### config.mk
export PLATFORM = sky130hd
export DESIGN_NAME = clkdiv_2_3_ctrl_flat
export DESIGN_NICKNAME = d
export VERILOG_FILES = /design/src/rtl/clkdiv_2_3_ctrl_if.sv /design/src/rtl/clkdiv_2_3_ctrl.sv /design/src/flat_wrapper.sv
export SDC_FILE = /design/constraint.sdc
export NUM_CORES = 1
export LEC_CHECK = 0
export ABC_AREA = 1
export BUFFER_PORTS_ARGS = -buffer_cell sky130_fd_sc_hd__buf_4
export CAP_MARGIN = 25
export CELL_PAD_IN_SITES_DETAIL_PLACEMENT = 0
export CELL_PAD_IN_SITES_GLOBAL_PLACEMENT = 2
export CORE_MARGIN = 1
export CORE_UTILIZATION = 33
export DETAILED_ROUTE_END_ITERATION = 8
export PLACE_DENSITY = 0.79
export SETUP_SLACK_MARGIN = 0.05
export SLEW_MARGIN = 0
export SYNTH_ARGS = -nofsm -noshare
export SYNTH_HDL_FRONTEND = slang
export SYNTH_SLANG_ARGS = --single-unit
### constraint.sdc
create_clock -name clk -period 3.7 [get_ports clk]
set_clock_uncertainty 0.2 [all_clocks]
set_input_delay 0.555 -clock clk [delete_from_list [all_inputs] [get_ports clk]]
set_output_delay 0.555 -clock clk [all_outputs]
set_load 0.005 [all_outputs]
### src/rtl/clkdiv_2_3_ctrl_if.sv
// Settings/handshake bundle between a ratio programmer and the 2/3 modulus controller.
// The controller side reads m/k/ld and returns rdy plus the registered prescaler controls.
interface clkdiv_2_3_ctrl_if #(
  parameter int W = 8
);
  logic [W-1:0] m;
  logic [W-1:0] k;
  logic         ld;
  logic         rdy;
  logic         sel;
  logic         frame;

  modport master (output m, k, ld, input  rdy, sel, frame);
  modport slave  (input  m, k, ld, output rdy, sel, frame);
endinterface

### src/rtl/clkdiv_2_3_ctrl.sv
// Modulus controller for a by-2/by-3 prescaler: N = 2*M + K over a frame of M output periods.
// A first-order accumulator spreads the K divide-by-3 periods evenly across the frame.
module clkdiv_2_3_ctrl #(
  parameter int W = 8
) (
  input  logic              clk,
  input  logic              rst_n,
  clkdiv_2_3_ctrl_if.slave  bus
);

  logic [W-1:0] m_a_q, m_a_d, k_a_q, k_a_d;
  logic [W-1:0] m_p_q, m_p_d, k_p_q, k_p_d;
  logic [W-1:0] cnt_q, cnt_d;
  logic [W:0]   acc_q, acc_d;
  logic         pend_q, pend_d;
  logic         sel_q, sel_d;
  logic         frame_q, frame_d;

  logic [W:0]   sum;
  logic [W:0]   acc_nxt;
  logic         s;
  logic         wrap;
  logic         idle;

  // acc < m_a and k_a <= m_a, so the sum always fits in W+1 bits.
  always_comb begin
    sum     = acc_q + {1'b0, k_a_q};
    s       = (sum >= {1'b0, m_a_q});
    acc_nxt = sum - (s ? {1'b0, m_a_q} : '0);
    idle    = (m_a_q == '0);
    wrap    = (cnt_q == (m_a_q - W'(1)));
  end

  always_comb begin
    m_a_d   = m_a_q;
    k_a_d   = k_a_q;
    m_p_d   = m_p_q;
    k_p_d   = k_p_q;
    cnt_d   = cnt_q;
    acc_d   = acc_q;
    pend_d  = pend_q;
    sel_d   = sel_q;
    frame_d = frame_q;

    if (bus.ld) begin
      m_p_d  = bus.m;
      k_p_d  = (bus.k > bus.m) ? bus.m : bus.k;
      pend_d = 1'b1;
    end

    if (idle) begin
      sel_d   = 1'b0;
      frame_d = 1'b0;
    end else begin
      sel_d   = s;
      frame_d = (cnt_q == '0);
      acc_d   = acc_nxt;
      cnt_d   = cnt_q + W'(1);
      if (wrap) begin
        cnt_d = '0;
        acc_d = '0;
      end
    end

    // Reload only between frames; a same-edge ld keeps the new values pending.
    if (pend_q && (idle || wrap)) begin
      m_a_d  = m_p_q;
      k_a_d  = k_p_q;
      cnt_d  = '0;
      acc_d  = '0;
      pend_d = bus.ld;
    end
  end

  always_ff @(posedge clk or negedge rst_n) begin
    if (!rst_n) begin
      m_a_q   <= '0;
      k_a_q   <= '0;
      m_p_q   <= '0;
      k_p_q   <= '0;
      cnt_q   <= '0;
      acc_q   <= '0;
      pend_q  <= 1'b0;
      sel_q   <= 1'b0;
      frame_q <= 1'b0;
    end else begin
      m_a_q   <= m_a_d;
      k_a_q   <= k_a_d;
      m_p_q   <= m_p_d;
      k_p_q   <= k_p_d;
      cnt_q   <= cnt_d;
      acc_q   <= acc_d;
      pend_q  <= pend_d;
      sel_q   <= sel_d;
      frame_q <= frame_d;
    end
  end

  assign bus.rdy   = ~pend_q;
  assign bus.sel   = sel_q;
  assign bus.frame = frame_q;

endmodule

### src/flat_wrapper.sv
// flat-port wrapper written by rule: the top's interface ports become plain ports
module clkdiv_2_3_ctrl_flat 
#(
  parameter int W = 8
)
  (clk, rst_n, bus_m, bus_k, bus_ld, bus_rdy, bus_sel, bus_frame);
  clkdiv_2_3_ctrl_if #(.W(W)) bus_i ();
  input  logic clk;
  input  logic rst_n;
  input wire logic [$bits(bus_i.m)-1:0] bus_m;
  input wire logic [$bits(bus_i.k)-1:0] bus_k;
  input wire logic [$bits(bus_i.ld)-1:0] bus_ld;
  output wire logic [$bits(bus_i.rdy)-1:0] bus_rdy;
  output wire logic [$bits(bus_i.sel)-1:0] bus_sel;
  output wire logic [$bits(bus_i.frame)-1:0] bus_frame;
  assign bus_i.m = bus_m;
  assign bus_i.k = bus_k;
  assign bus_i.ld = bus_ld;
  assign bus_rdy = bus_i.rdy;
  assign bus_sel = bus_i.sel;
  assign bus_frame = bus_i.frame;
  clkdiv_2_3_ctrl #(.W(W)) u_core (.clk(clk), .rst_n(rst_n), .bus(bus_i));
endmodule
# == Word-level counts from Yosys, hierarchy flattened ==
# Index checks and enable logic that the tools add are counted.
# op_classes
addsub,4
order_cmp,2
eq_ne,2
mux,12
bitwise,1
n_reduce_logical,5
# ops
cell,n
$mux W8,5
$mux W9,3
$logic_not A8 Y1,2
$add A9 B8 Y9,1
$ge A9 B8 Y1,1
$sub A9 B9 Y9,1
$add A8 B1 Y8 const B,1
$eq A8 B8 Y1,1
$gt A8 B8 Y1,1
$sub A8 B1 Y8 const B,1
$mux W1,4
$ne A2 B2 Y1 const B,1
$reduce_bool A2 Y1,1
$logic_and A1 B1 Y1,1
$logic_or A1 B1 Y1,1
$not A1 Y1,1
# word_totals
regBits,52
output_inout_bits,3

# == Depth between registers and ports, before layout ==
# Gate-level depths: netlist (run 1).
# logic_depth
word_depth,7
ltp_mapped,25
mapped_depth_nobuf,25

# == Least setup slack after synthesis (run 1) ==
# No wires, ideal clock.
# synth_timing
path_type,flip-flop to flip-flop
startpoint,register u_core.acc_q[0]
endpoint,register u_core.acc_q[8]
arrival_time_ps,3662
setup_slack_ps,-281
stages_incl_launch_ff,24
path_buffers,0
period_less_slack_ps,3981
path_cell_list,dfrtp_1 ha_1 fa_1 nand3_1 nand2_1 xor2_1 ha_1 a21o_1 nor2_1 o21ai_0 nand3_1 nand2_1 nand2_1 nand3_1 inv_1 nor2_1 ha_1 fa_1 o21ai_0 nand4_1 nand2_1 nand3_1 nand4_1 nand2_1
# synth_between
elab_chain_len,7
# synth_rtl
element,line,rtl
start: declaration,clkdiv_2_3_ctrl.sv:14,"logic [W:0] acc_q, acc_d;"
start signal: assignment,clkdiv_2_3_ctrl.sv:82,acc_q <= '0;
start signal: assignment,clkdiv_2_3_ctrl.sv:92,acc_q <= acc_d;
$add A9 B8 Y9 (*),clkdiv_2_3_ctrl.sv:27,"sum = acc_q + {1'b0, k_a_q};"
$ge A9 B8 Y1,clkdiv_2_3_ctrl.sv:28,"s = (sum >= {1'b0, m_a_q});"
$mux W8,clkdiv_2_3_ctrl.sv:29,"acc_nxt = sum - (s ? {1'b0, m_a_q} : '0);"
$sub A9 B9 Y9 (*),clkdiv_2_3_ctrl.sv:29,
$mux W9 (*),clkdiv_2_3_ctrl.sv:59,if (wrap) begin
$mux W9 (*),clkdiv_2_3_ctrl.sv:51,if (idle) begin
$mux W9 (*),clkdiv_2_3_ctrl.sv:66,if (pend_q && (idle || wrap)) begin
# Every way passes the cells marked *; elsewhere a longest branch is shown, timed or not. The select of a mux whose other input is x is not followed.
# A chain may end at the register's enable or synchronous reset.

# == Worst setup path after layout (run 1) ==
# Same ends and word-level chain as after synthesis.

==> results.md, run 1 <==
- Seq/Total Area, Yosys: 0.3614
- Worst Path Max Fanout: 6
- Area delta synth->final: 29.22%
- Worst setup SP type: flop
- CP max stage delay: 0.41 ns
- Worst-path clk slew: 0.10 ns
- Worst setup EP type: flop
- Post-synth ARST share: 1.000
- Post-Synth Simple-Gate Area: 0.2707
- Critical path capture point: u_core.acc_q[8]
- Starting Density: 0.3442
- # DRC: 0
- Seq cells post-synth: 52
- Crit Path Class: reg2reg
- Final min period: 3.827 ns
- Num ports: 22
- ANT cells: 0
- Most numerous cell in the Yosys netlist: nand2_1
- Synthesized area: 3601 µm²
- Post-synthesis cell type count: 33
- Worst Max-Slew Pin Slew: 1.049 ns
- Status: finished with violations
- Cells after Synth: 478
- Tcrit/Tclk final: 1.034
- Top cell type's share of synthesized area: 0.3614
- Violated checks: negative setup slack
- Core area: 10460 µm²
- Total GRT Usage: 0.1789
- Top_reg_cell synth: dfrtp_1
- Fillcell total: 1072
- Worst hold path type: in2async
- First-pass GRT wire length: 15.85 mm
- CP startpoint: u_core.acc_q[0]
- Data arrival, critical path: 3.89 ns
- Ys Warns: 0
- Post-route setup slack: -0.1266 ns
- Layout net count: 594
- Synth Net Count: 534
- Met1 usage: 0.2290
- Max Buffers Root-to-Sink: 2
- ANT nets after route: 0
- First DRT Iteration DRCs: 126
- DP Wirelength: 7.274 mm
- Final WL: 9.631 mm
- DR vias/cell: 4.876
- Share of layout cells above drive strength 1: 0.2356
- CTS tree: yes
- Port Buf Inserts: 21
- Slowest CP cell: dfrtp_1
- Crit-path cells: ha_2 > fa_2 > nand3_2 > nand2_4 > xor2_4 > ha_4 > a21o_1 > nor2_1 > o21ai_1 > nand3_1 > nand2_1 > nand2_2 > nand3_4 > inv_2 > nor2_2 > ha_2 > fa_2 > o21ai_4 > nand4_1 > nand2_1 > inv_1 > nand2_1 > nand4_1 > nand2_1
- Max_slew headroom: 0.2975
- Initial antenna violation count: 0
- Die Span X: 106.5 µm
- Aggregate global routing overflow: 0
- # clock sinks: 52
- Mux cell area share after synthesis: 0
- Vias: 3291
- R2R setup slack: -0.13 ns
- RSZ-0062 raised after global routing: true
- Vias in the first global route: 3274
- Top cells by count, synth: nand2_1, inv_1, dfrtp_1
- Die ar.: 11330 µm²
- Final hold violations: 0
- Largest net degree at the start of global routing: 53
- Top cell by count, worst path: nand2_1
- Largest area contributor in the netlist: dfrtp_1
- RD Place Congestion: 0.8933
- Cell Rows: 37
- Syn Area/Cell: 7.533 µm²
- Post-Synth XOR/XNOR Area: 0.04621
- Area share of fa/ha/maj cells after synthesis: 0.1327
- Most Crowded Layer GR: met2
- CTS Buf Count: 5
- Clock latency on the worst-skew pair: 0.32 ns
- Number of synthesized flops with an enable pin: 0
- Synth Area in Compound Gates: 0.1119
- Die Ht: 106.5 µm
- Setup violators final: 5
- Wirelength per Cell: 14.27 µm
- H-tree depth: 2
- Fmax: 261.3 MHz
- Synth area leaders: dfrtp_1, nand2_1, ha_1, nand3_1, inv_1
- Count of pins over their slew limit: 0
- DRT Pass-1 Iters: 4
- Largest family of logic cells by synthesized area: simple AND/OR/NAND/NOR gates
- FF-to-FF path depth: 24
- Cts hold-fix bufs: 0
- Req. time, crit path: 3.76 ns
- Reg2Reg Launch Point: u_core.acc_q[0]
- Met2 Resource Use GR: 0.3047
- Max-cap violation count: 0
- Worst reg2reg path endpoint: u_core.acc_q[8]
- Met3 Usage GRT: 0.02575
- Util after Layout: 0.4448
- Clock Tree Root: clkbuf_8
-- worst min path at each step --
stage                    startpoint               to  slack [ns]
detailed placement  u_core.m_p_q[0]  u_core.m_p_q[0]        0.27
global placement    u_core.k_a_q[0]  u_core.k_a_q[0]        0.27
finish                        rst_n  u_core.acc_q[6]        0.06
CTS                           rst_n  u_core.k_p_q[3]        0.08
floorplan                     rst_n  u_core.acc_q[0]        0.06
global route                  rst_n  u_core.acc_q[5]        0.11
-- stage by stage --
step           std cells  TNS, ns  setup slack, ns  instance area (µm²)  hold slack, ns
2_1_floorplan        478        0          0.04624                 3617         0.05941
3_3_place_gp         653  -0.5379          -0.1391                 4106          0.2676
3_5_place_dp         653   -1.110          -0.2700                 4106          0.2660
4_1_cts              670  -0.3422          -0.1223                 4399         0.08434
5_1_grt              675   -1.398          -0.2899                 4653          0.1093
6_report             675  -0.4385          -0.1266                 4653         0.05749
-- logic make-up (layout without fill, tap and decap cells) --
| kind of cell | count (synthesis) | after routing |
|---|---|---|
| xor+xnor | 19 | 19 |
| compound gates | 71 | 71 |
| flops | 52 | 52 |
| buf+inv | 68 | 129 |
| fa+ha+maj | 37 | 37 |
| simple gates | 231 | 231 |
-- what timing repair did --
action / in CTS / in global routing
buffers inserted: 9 / 5
setup endpoints to repair: 8 / 8
pin swaps: 9 / 16
endpoints found under the hold margin: 0 / 0
resized for setup: 20 / 35
-- state kept, by name (all words and copies together), names as in the netlist --
signal,flops
u_core.m_a_q,8
u_core.bus.frame,1
u_core.cnt_q,8
u_core.m_p_q,8
u_core.k_p_q,8
u_core.acc_q,9
u_core.k_a_q,8
u_core.pend_q,1
u_core.bus.sel,1
-- metal layers --
metal	wire (µm)	part of all wire	up-vias
met3	336	0.035	12
met4	221	0.023	0
met2	4558	0.47	63
li1	-	-	1687
met1	4515	0.47	1529
met5	0	0	-
-- critical path: cells and delay by family (launching register included) --
| kind | cells | cell delay (ns) |
|---|---|---|
| compound gates | 3 | 0.43 |
| xor+xnor | 1 | 0.18 |
| fa+ha+maj | 5 | 1.37 |
| flops | 1 | 0.41 |
| simple gates | 13 | 1.05 |
| buf+inv | 2 | 0.14 |
-- cell usage in the layout (no fill, tap or decap), types with 2 or more instances in the layout --
cell type  Yosys  final
nand2_2        2      9
nand3_2        1      3
o21ai_1        4      9
a31oi_1        4      2
o21ai_0       28     21
buf_4          3     63
nand3_1       43     40
nor2_2         3      5
dfrtp_1       52     52
buf_6          1      3
inv_2          2      3
nor2_1        20     18
o211ai_1       2      2
inv_1         53     52
xor2_1        11      8
a21oi_1       20     17
nand4_1        8      8
a21o_1         3      3
ha_4           0      8
nor3_1         5      4
fa_2           0      2
o22ai_1        5      5
ha_1          35     24
xnor2_1        8      5
nand2_1      146    138
xor2_4         0      2
xnor2_2        0      2
a21oi_4        0      2
o21ai_4        0      2
ha_2           0      3
clkbuf_8       0      5
-- area by class of cell --
| class | count | area, µm² | area share |
|---|---|---|---|
| Clock inverter | 3 | 50.05 | 0.01076 |
| Inverter | 55 | 206.4 | 0.04437 |
| Multi-Input combinational cell | 358 | 2350 | 0.5050 |
| Tap cell | 136 | 170.2 | 0.03657 |
| Timing Repair Buffer | 66 | 506.7 | 0.1089 |
| Sequential cell | 52 | 1301 | 0.2796 |
| Clock buffer | 5 | 68.82 | 0.01479 |
Power of run 1 is not shown: default switching activity piles up to over one toggle a cycle in this logic, so the estimate is an artifact.
==> run 2, diff against run 1 <==
--- a/config.mk
+++ b/config.mk
@@ -14,6 +14,7 @@
 export CORE_UTILIZATION = 33
 export DETAILED_ROUTE_END_ITERATION = 8
 export PLACE_DENSITY = 0.79
+export REMOVE_ABC_BUFFERS = 1
 export SETUP_SLACK_MARGIN = 0.05
 export SLEW_MARGIN = 0
 export SYNTH_ARGS = -nofsm -noshare
==> run 2 against run 1 <==
Effect of this change: the flow still finishes with violations (negative setup slack); critical path depth grew 1; fmax shrank 4.1%; count of clock-buffer cells in the layout grew 1; sequential share of layout area shrank 0.33 points; global-route usage shrank 0.35 points; die area is the same; final cell count grew 1.8%; first-iteration DRC count grew 37%; highest routed layer unchanged.
==> results.md, run 2 (same netlist as run 1, synthesis figures left out) <==
- Max-cap violation count: 0
- Max Buffers Root-to-Sink: 2
- Worst-path clk slew: 0.11 ns
- Die Span X: 106.5 µm
- Worst hold path type: in2async
- Most common cell after layout, fill and taps aside: nand2_1
- Status: finished with violations
- Critical path capture point: u_core.acc_q[5]
- Cell Rows: 37
- Vias: 3355
- Worst Max-Slew Pin Slew: 0.6835 ns
- R2R setup slack: -0.29 ns
- Share of layout cells above drive strength 1: 0.2468
- Setup violators final: 7
- FF-to-FF path depth: 25
- Num ports: 22
- Total GRT Usage: 0.1754
- Count of pins over their slew limit: 0
- Vias in the first global route: 3227
- Final hold slack: 0.07587 ns
- Wirelength per Cell: 13.92 µm
- Biggest register: u_core.acc_q
- Max_slew headroom: 0.5443
- Worst reg2reg path endpoint: u_core.acc_q[5]
- H-tree depth: 2
- Req. time, crit path: 3.69 ns
- Fmax: 250.6 MHz
- Util after Layout: 0.4500
- Core area: 10460 µm²
- Clock Tree Root: clkbuf_8
- Tcrit/Tclk final: 1.079
- Worst Path Max Fanout: 5
- RD Place Congestion: 0.7814
- CTS Buf Count: 5
- Worst setup SP type: flop
- First DRT Iteration DRCs: 173
- Starting Density: 0.3442
- Die ar.: 11330 µm²
- First-pass GRT wire length: 15.70 mm
- # DRC: 0
- Fillcell total: 1077
- Data arrival, critical path: 3.99 ns
- Die Ht: 106.5 µm
- DR vias/cell: 4.884
- Number of flip-flops in the largest register: 9
- Most frequent cells in the layout: nand2_1, buf_4, inv_1, dfrtp_1, nand3_1
- Clock latency on the worst-skew pair: 0.31 ns
- Cts hold-fix bufs: 0
- CP startpoint: u_core.k_a_q[0]
- Initial antenna violation count: 0
- Worst setup EP type: flop
- CTS tree: yes
- # clock sinks: 52
- Violated checks: negative setup slack
- Post-route setup slack: -0.2905 ns
- Final min period: 3.991 ns
- Crit Path Class: reg2reg
- Final hold violations: 0
- Final WL: 9.563 mm
- Aggregate global routing overflow: 0
- Largest net degree at the start of global routing: 53
- Layout net count: 606
- DRT Pass-1 Iters: 4
- ANT cells: 0
- RSZ-0062 raised after global routing: true
- Reg2Reg Launch Point: u_core.k_a_q[0]
- Port Buf Inserts: 21
- Area delta synth->final: 30.75%
- ANT nets after route: 0
- DP Wirelength: 7.193 mm
- Setup TNS: -1.468 ns
[run 2: stage by stage]
| stage | area [µm²] | setup WS, ns | cells |
|---|---|---|---|
| final | 4708 | -0.2905 | 687 |
| after global routing | 4708 | -0.5111 | 687 |
| after CTS | 4464 | -0.1405 | 681 |
| after detailed placement | 4203 | -0.3729 | 668 |
| after global placement | 4203 | -0.3592 | 668 |
| after floorplan | 3530 | -0.2805 | 465 |
[run 2: worst min path at each step]
stage,end,slack [ns],cells past startpoint
final,u_core.cnt_q[2],0.08,1
after CTS,u_core.cnt_q[5],0.10,1
after global routing,u_core.cnt_q[5],0.13,1
after detailed placement,u_core.k_a_q[0],0.27,2
after global placement,u_core.m_p_q[1],0.27,2
after floorplan,u_core.acc_q[0],0.06,0
[run 2: cell type report]
type | count | area [µm²] | area share
flip-flops and latches | 52 | 1301 | 0.2764
well taps | 136 | 170.2 | 0.03614
repair buffers | 78 | 604.3 | 0.1284
inverters | 55 | 206.4 | 0.04385
multi-input cells | 358 | 2336 | 0.4961
clock inverters | 2 | 17.52 | 0.003720
clock buffers | 6 | 72.57 | 0.01541
[run 2: critical path: stages, from the launching register on]
cell	delay [ns]
dfrtp_1	0.40
ha_2	0.20
fa_2	0.39
nand3_2	0.11
nand2_4	0.08
xor2_4	0.17
ha_4	0.30
nand2_4	0.05
a21oi_2	0.10
nor2_1	0.06
o21ai_1	0.10
nand3_1	0.12
nand2_1	0.08
nand2_1	0.07
nand3_2	0.12
buf_6	0.14
nand2_4	0.05
buf_6	0.12
ha_4	0.15
a21oi_4	0.16
buf_6	0.11
nor2_1	0.03
nor2_1	0.14
o31ai_2	0.10
xor2_1	0.21
o21ai_1	0.11
[run 2: routing by layer]
metal	vias to the layer above	wire (µm)	GRT usage
li1	1706	-	-
met1	1551	4364	0.2346
met2	84	4593	0.3061
met3	14	402	0.01655
met4	0	203	0.03816
met5	-	0	0
[run 2: what timing repair did]
item	CTS	global route
resized for setup	28	33
hold endpoints to repair	0	0
pin swaps	10	19
buffers inserted	5	6
setup endpoints to repair	7	8
Power of run 2 is left out for the same reason.
